<file path="src/rtl/conv_pkg.sv">
// Shared constants for the conv pipeline and its result collector.
// Defaults here must match the pipeline's valid-delay stages.
package conv_pkg;

    localparam int DATA_W = 16;
    localparam int IMG_W  = 8;
    localparam int IMG_H  = 8;
    localparam int K      = 2;

    function automatic int cnt_w(input int n);
        return (n < 2) ? 1 : $clog2(n);
    endfunction

endpackage

</file>
<file path="src/rtl/sync_fifo.sv">
// Single-clock FIFO; a push while full is taken only alongside a pop.
// Pop on empty is ignored, and clr empties the queue.
module sync_fifo #(
    parameter int W     = conv_pkg::DATA_W + 1,
    parameter int DEPTH = 4
) (
    input  logic         clk,
    input  logic         rst,
    input  logic         clr,
    input  logic         push,
    input  logic         pop,
    input  logic [W-1:0] din,
    output logic [W-1:0] dout,
    output logic         full,
    output logic         empty
);
    import conv_pkg::*;

    localparam int AW = cnt_w(DEPTH);
    localparam logic [AW-1:0] P_ONE = AW'(1);
    localparam logic [AW:0]   C_ONE = (AW + 1)'(1);
    localparam logic [AW:0]   C_MAX = (AW + 1)'(DEPTH);

    logic [W-1:0]  r_mem [DEPTH];
    logic [AW-1:0] r_wptr;
    logic [AW-1:0] r_rptr;
    logic [AW:0]   r_cnt;
    logic          w_pop;
    logic          w_push;

    assign full   = (r_cnt == C_MAX);
    assign empty  = (r_cnt == '0);
    assign w_pop  = pop && !empty;
    assign w_push = push && (!full || w_pop);
    assign dout   = r_mem[r_rptr];

    always_ff @(posedge clk or posedge rst) begin
        if (rst) begin
            r_wptr <= '0;
            r_rptr <= '0;
            r_cnt  <= '0;
        end else if (clr) begin
            r_wptr <= '0;
            r_rptr <= '0;
            r_cnt  <= '0;
        end else begin
            if (w_push) r_wptr <= r_wptr + P_ONE;
            if (w_pop)  r_rptr <= r_rptr + P_ONE;
            unique case ({w_push, w_pop})
                2'b10:   r_cnt <= r_cnt + C_ONE;
                2'b01:   r_cnt <= r_cnt - C_ONE;
                default: r_cnt <= r_cnt;
            endcase
        end
    end

    // Storage needs no reset: it is only read while the count is nonzero.
    always_ff @(posedge clk) begin
        if (w_push && !clr) r_mem[r_wptr] <= din;
    end

endmodule

</file>
<file path="src/rtl/conv_out_collector.sv">
// Collects the conv result stream, drops border results, and buffers
// the kept ones for a ready/valid consumer with end-of-frame marking.
module conv_out_collector #(
    parameter int DATA_W     = conv_pkg::DATA_W,
    parameter int IMG_W      = conv_pkg::IMG_W,
    parameter int IMG_H      = conv_pkg::IMG_H,
    parameter int K          = conv_pkg::K,
    parameter int FIFO_DEPTH = 4
) (
    input  logic              clk,
    input  logic              rst,
    input  logic              clr,
    input  logic              in_valid,
    input  logic [DATA_W-1:0] in_data,
    output logic              m_valid,
    input  logic              m_ready,
    output logic [DATA_W-1:0] m_data,
    output logic              m_last,
    output logic              frame_done,
    output logic              overflow
);
    import conv_pkg::*;

    localparam int CW = cnt_w(IMG_W);
    localparam int RW = cnt_w(IMG_H);
    localparam logic [CW-1:0] COL_FIRST = CW'(K - 1);
    localparam logic [RW-1:0] ROW_FIRST = RW'(K - 1);
    localparam logic [CW-1:0] COL_END   = CW'(IMG_W - 1);
    localparam logic [RW-1:0] ROW_END   = RW'(IMG_H - 1);
    localparam logic [CW-1:0] COL_ONE   = CW'(1);
    localparam logic [RW-1:0] ROW_ONE   = RW'(1);

    logic [CW-1:0]   r_col;
    logic [RW-1:0]   r_row;
    logic            r_frame_done;
    logic            r_overflow;
    logic            w_col_end;
    logic            w_row_end;
    logic            w_keep;
    logic            w_pop;
    logic            w_full;
    logic            w_empty;
    logic            w_drop;
    logic [DATA_W:0] w_din;
    logic [DATA_W:0] w_dout;

    assign w_col_end = (r_col == COL_END);
    assign w_row_end = (r_row == ROW_END);
    assign w_keep    = in_valid && (r_col >= COL_FIRST)
                       && (r_row >= ROW_FIRST);
    assign w_pop     = m_valid && m_ready;
    assign w_drop    = w_keep && w_full && !w_pop;
    assign w_din     = {w_col_end && w_row_end, in_data};

    always_ff @(posedge clk or posedge rst) begin
        if (rst) begin
            r_col        <= '0;
            r_row        <= '0;
            r_frame_done <= 1'b0;
            r_overflow   <= 1'b0;
        end else if (clr) begin
            r_col        <= '0;
            r_row        <= '0;
            r_frame_done <= 1'b0;
            r_overflow   <= 1'b0;
        end else begin
            r_frame_done <= in_valid && w_col_end && w_row_end;
            r_overflow   <= r_overflow || w_drop;
            if (in_valid) begin
                if (w_col_end) begin
                    r_col <= '0;
                    r_row <= w_row_end ? '0 : r_row + ROW_ONE;
                end else begin
                    r_col <= r_col + COL_ONE;
                end
            end
        end
    end

    sync_fifo #(
        .W     (DATA_W + 1),
        .DEPTH (FIFO_DEPTH)
    ) u_fifo (
        .clk   (clk),
        .rst   (rst),
        .clr   (clr),
        .push  (w_keep),
        .pop   (w_pop),
        .din   (w_din),
        .dout  (w_dout),
        .full  (w_full),
        .empty (w_empty)
    );

    // Head is masked while empty so idle outputs read as zero.
    assign m_valid    = !w_empty;
    assign m_data     = w_empty ? '0 : w_dout[DATA_W-1:0];
    assign m_last     = !w_empty && w_dout[DATA_W];
    assign frame_done = r_frame_done;
    assign overflow   = r_overflow;

endmodule

</file>
<file path="config.mk">
export PLATFORM = sky130hd
export DESIGN_NAME = conv_out_collector
export DESIGN_NICKNAME = d
export VERILOG_FILES = /design/src/rtl/conv_pkg.sv /design/src/rtl/sync_fifo.sv /design/src/rtl/conv_out_collector.sv
export SDC_FILE = /design/constraint.sdc
export NUM_CORES = 1
export LEC_CHECK = 0
export CORE_ASPECT_RATIO = 0.7
export CORE_MARGIN = 4
export CORE_UTILIZATION = 42
export CTS_CLUSTER_DIAMETER = 200
export CTS_CLUSTER_SIZE = 12
export DETAILED_ROUTE_END_ITERATION = 10
export PLACE_DENSITY_LB_ADDON = 0.12
export SYNTH_ARGS = -nofsm -noshare
export SYNTH_HDL_FRONTEND = slang
export SYNTH_SLANG_ARGS = --single-unit
export TNS_END_PERCENT = 20
</file>
<file path="constraint.sdc">
create_clock -name clk -period 2.9 [get_ports clk]
set_input_delay 0.29 -clock clk [delete_from_list [all_inputs] [get_ports clk]]
set_output_delay 0.29 -clock clk [all_outputs]
set_load 0.05 [all_outputs]
</file>
==> metrics.txt <==
status complete, no violations; post-route antenna net violation count 0; WL final 6470 um; Max Clk Rate 391 MHz; slowest cell delay on critical path 0.45 ns; post-synthesis sequential area ratio 68.1%; Slew headroom 57.5%; Yosys warnings 0; worst slack, placed 0.367 ns; Via density 5.06; first-pass GRT wire length 10500 um; ys async rst share 18.1%; commonest non-fill, non-tap cells in the layout 68 x edfxtp_1, 29 x buf_4, 23 x clkdlybuf4s50_1; initial antenna violation count 0; Initial DRC Count 104; Syn Std Cell Area 0.00355 mm^2; crit path max fanout 5; largest buffer count on any clock path 2; Cell Rows 27; initial core utilization 44.2%; Setup TNS 0 ns; worst hold path class in -> async; Synth Net Count 236; CTS tree built; Avg WL per Cell 17.7 um; post-route setup slack 0.344 ns; largest net degree at the start of global routing 21; Final nets 291; RSZ-0062 raised after global routing false; fin area 0.00436 mm^2; die width 118 um; I/O pin count 41; area delta synth->final 22.8%; routability-driven placement congestion ratio 0.746; Post-CTS Setup Bufs 0; final hold viol count 0; Worst VDD drop 0.000353 V; Top FF cell, synth edfxtp_1; Mapped Avg Cell Area 17.4 um^2; Seq cells post-synth 83; Mapped Cells 204; max cap viols 0; vias in the first global route 1981; die area 0.0100 mm^2; nature of the critical path endpoint register; Antenna Cells 0; residual DRC count 0; Fillers 660; Tightest Pin Transition 0.638 ns; CP Launch Type register; Tmin final 2.56 ns; Critical Path RT 3.16 ns; WP data arrival 2.81 ns; GRT Total Usage 14.0%; H-tree level count 3; Clock transition at path regs 0.06 ns; port buffer count 40; hold_buf cts 0; Skew-Pair Late Insertion Delay 0.33 ns; Post-synth EDFFs 68; crit-path cells ha_1, o41ai_4, nor2_2, or2_2, fa_1, nand2_1, o21bai_1, o311ai_0, a41oi_2; DP HPWL 4170 um; final worst path period share 88.1%; vias 1848; layout cells sized above 1 25.4%; Placeable Area 0.00804 mm^2; CTS root buf clkbuf_16; post-CTS resize count 0; cell area power density 672 mW/mm^2; DP Area 0.00409 mm^2; Final Skew 0.00602 ns; Lkg Pwr 1.58 nW; Overflow after GRT 0; clock net sink count 83; Final Setup Violations 0; DR pass1 iterations 4; Inserted Clock Buffers 9; Critical Path Slowest Stage Cell dfrtp_1; critical path type reg -> reg; die height 84.9 um; commonest non-fill, non-tap cell in the layout edfxtp_1; Netlist cell types 38; Slew Limit Fails 0
==> layout make-up <==
class,count,area [um^2],area share [%]
multi-input cells,104,1040,23.9
clock inverters,2,12.5,0.287
repair buffers,53,468,10.7
inverters,8,30.0,0.688
well taps,101,126,2.90
clock buffers,14,264,6.05
flip-flops and latches,83,2420,55.4
==> cells by family after synthesis <==
family,count (synthesis),share of synthesized area [%]
multiplexers,22,12.4
buffers and inverters,17,2.54
AND/OR/NAND/NOR,54,8.67
AO/OA/AOI/OAI,14,3.49
flip-flops,83,68.1
adder cells (fa/ha/maj),11,4.09
XOR/XNOR,3,0.740
==> power by group <==
part / switching, mW / internal [mW]
Sequential: 0.0230 / 1.30
Combinational: 0.344 / 0.221
Clock: 0.417 / 0.626
Total: 0.785 / 2.15
==> final timing paths <==
| kind | slack, ns | to | startpoint | depth (start not counted) |
|---|---|---|---|---|
| max reg2reg | 0.34 | u_fifo.r_cnt[2] | r_row[0] | 9 |
| min reg2reg | 0.55 | overflow | overflow | 2 |
| max in group asynchronous | 2.15 | r_row[2] | rst | 2 |
| min | 0.34 | u_fifo.r_cnt[1] | rst | 2 |
| min in group clk | 0.55 | overflow | overflow | 2 |
| max | 0.34 | u_fifo.r_cnt[2] | r_row[0] | 9 |
==> per-stage QoR <==
stage | utilization [%] | hold WS (ns) | instances | power, mW
6_report | 54.2 | 0.341 | 365 | 2.93
5_1_grt | 54.2 | 0.411 | 365 | 3.05
4_1_cts | 54.2 | 0.354 | 365 | 2.98
3_5_place_dp | 50.8 | 0.513 | 349 | 1.92
3_3_place_gp | 50.8 | 0.540 | 349 | 1.92
2_1_floorplan | - | 0.191 | 204 | 1.74
==> synth_stat cells (all sizes together), types with 2 or more instances <==
master | number | area share (%)
a211oi | 2 | 0.42
a21oi | 4 | 0.56
and2 | 22 | 3.9
buf | 7 | 1.5
clkbuf | 2 | 0.21
dfrtp | 15 | 11
edfxtp | 68 | 58
ha | 10 | 3.5
inv | 8 | 0.85
mux2 | 3 | 1.1
mux2i | 2 | 0.56
mux4 | 17 | 11
nand2 | 5 | 0.53
nand3 | 2 | 0.28
nor2 | 15 | 1.7
nor2b | 2 | 0.35
nor3 | 2 | 0.28
xor2 | 2 | 0.49
==> worst max-delay path, delay by kind of cell, from the launching register on <==
kind / cells / cell delay (ns)
adders and majority gates: 2 / 0.68
DFF: 1 / 0.45
and+or+nand+nor: 3 / 0.56
AOI/OAI and AO/OA: 4 / 0.79
==> registers in the layout, indices dropped and copies added, names as in the netlist <==
register       cells
u_fifo.r_mem      68
r_col              3
r_row              3
u_fifo.r_cnt       3
u_fifo.r_rptr      2
u_fifo.r_wptr      2
frame_done         1
overflow           1
==> routing by layer <==
layer  vias to the layer above  wire length [um]  GRT usage, %
met3                        13               262          4.13
met5                         -                 0             0
met4                         0               173          7.87
li1                        882                 -             -
met1                       913              3140          18.7
met2                        40              2900          20.7
Note: power is estimated with default switching activity, not from simulation.
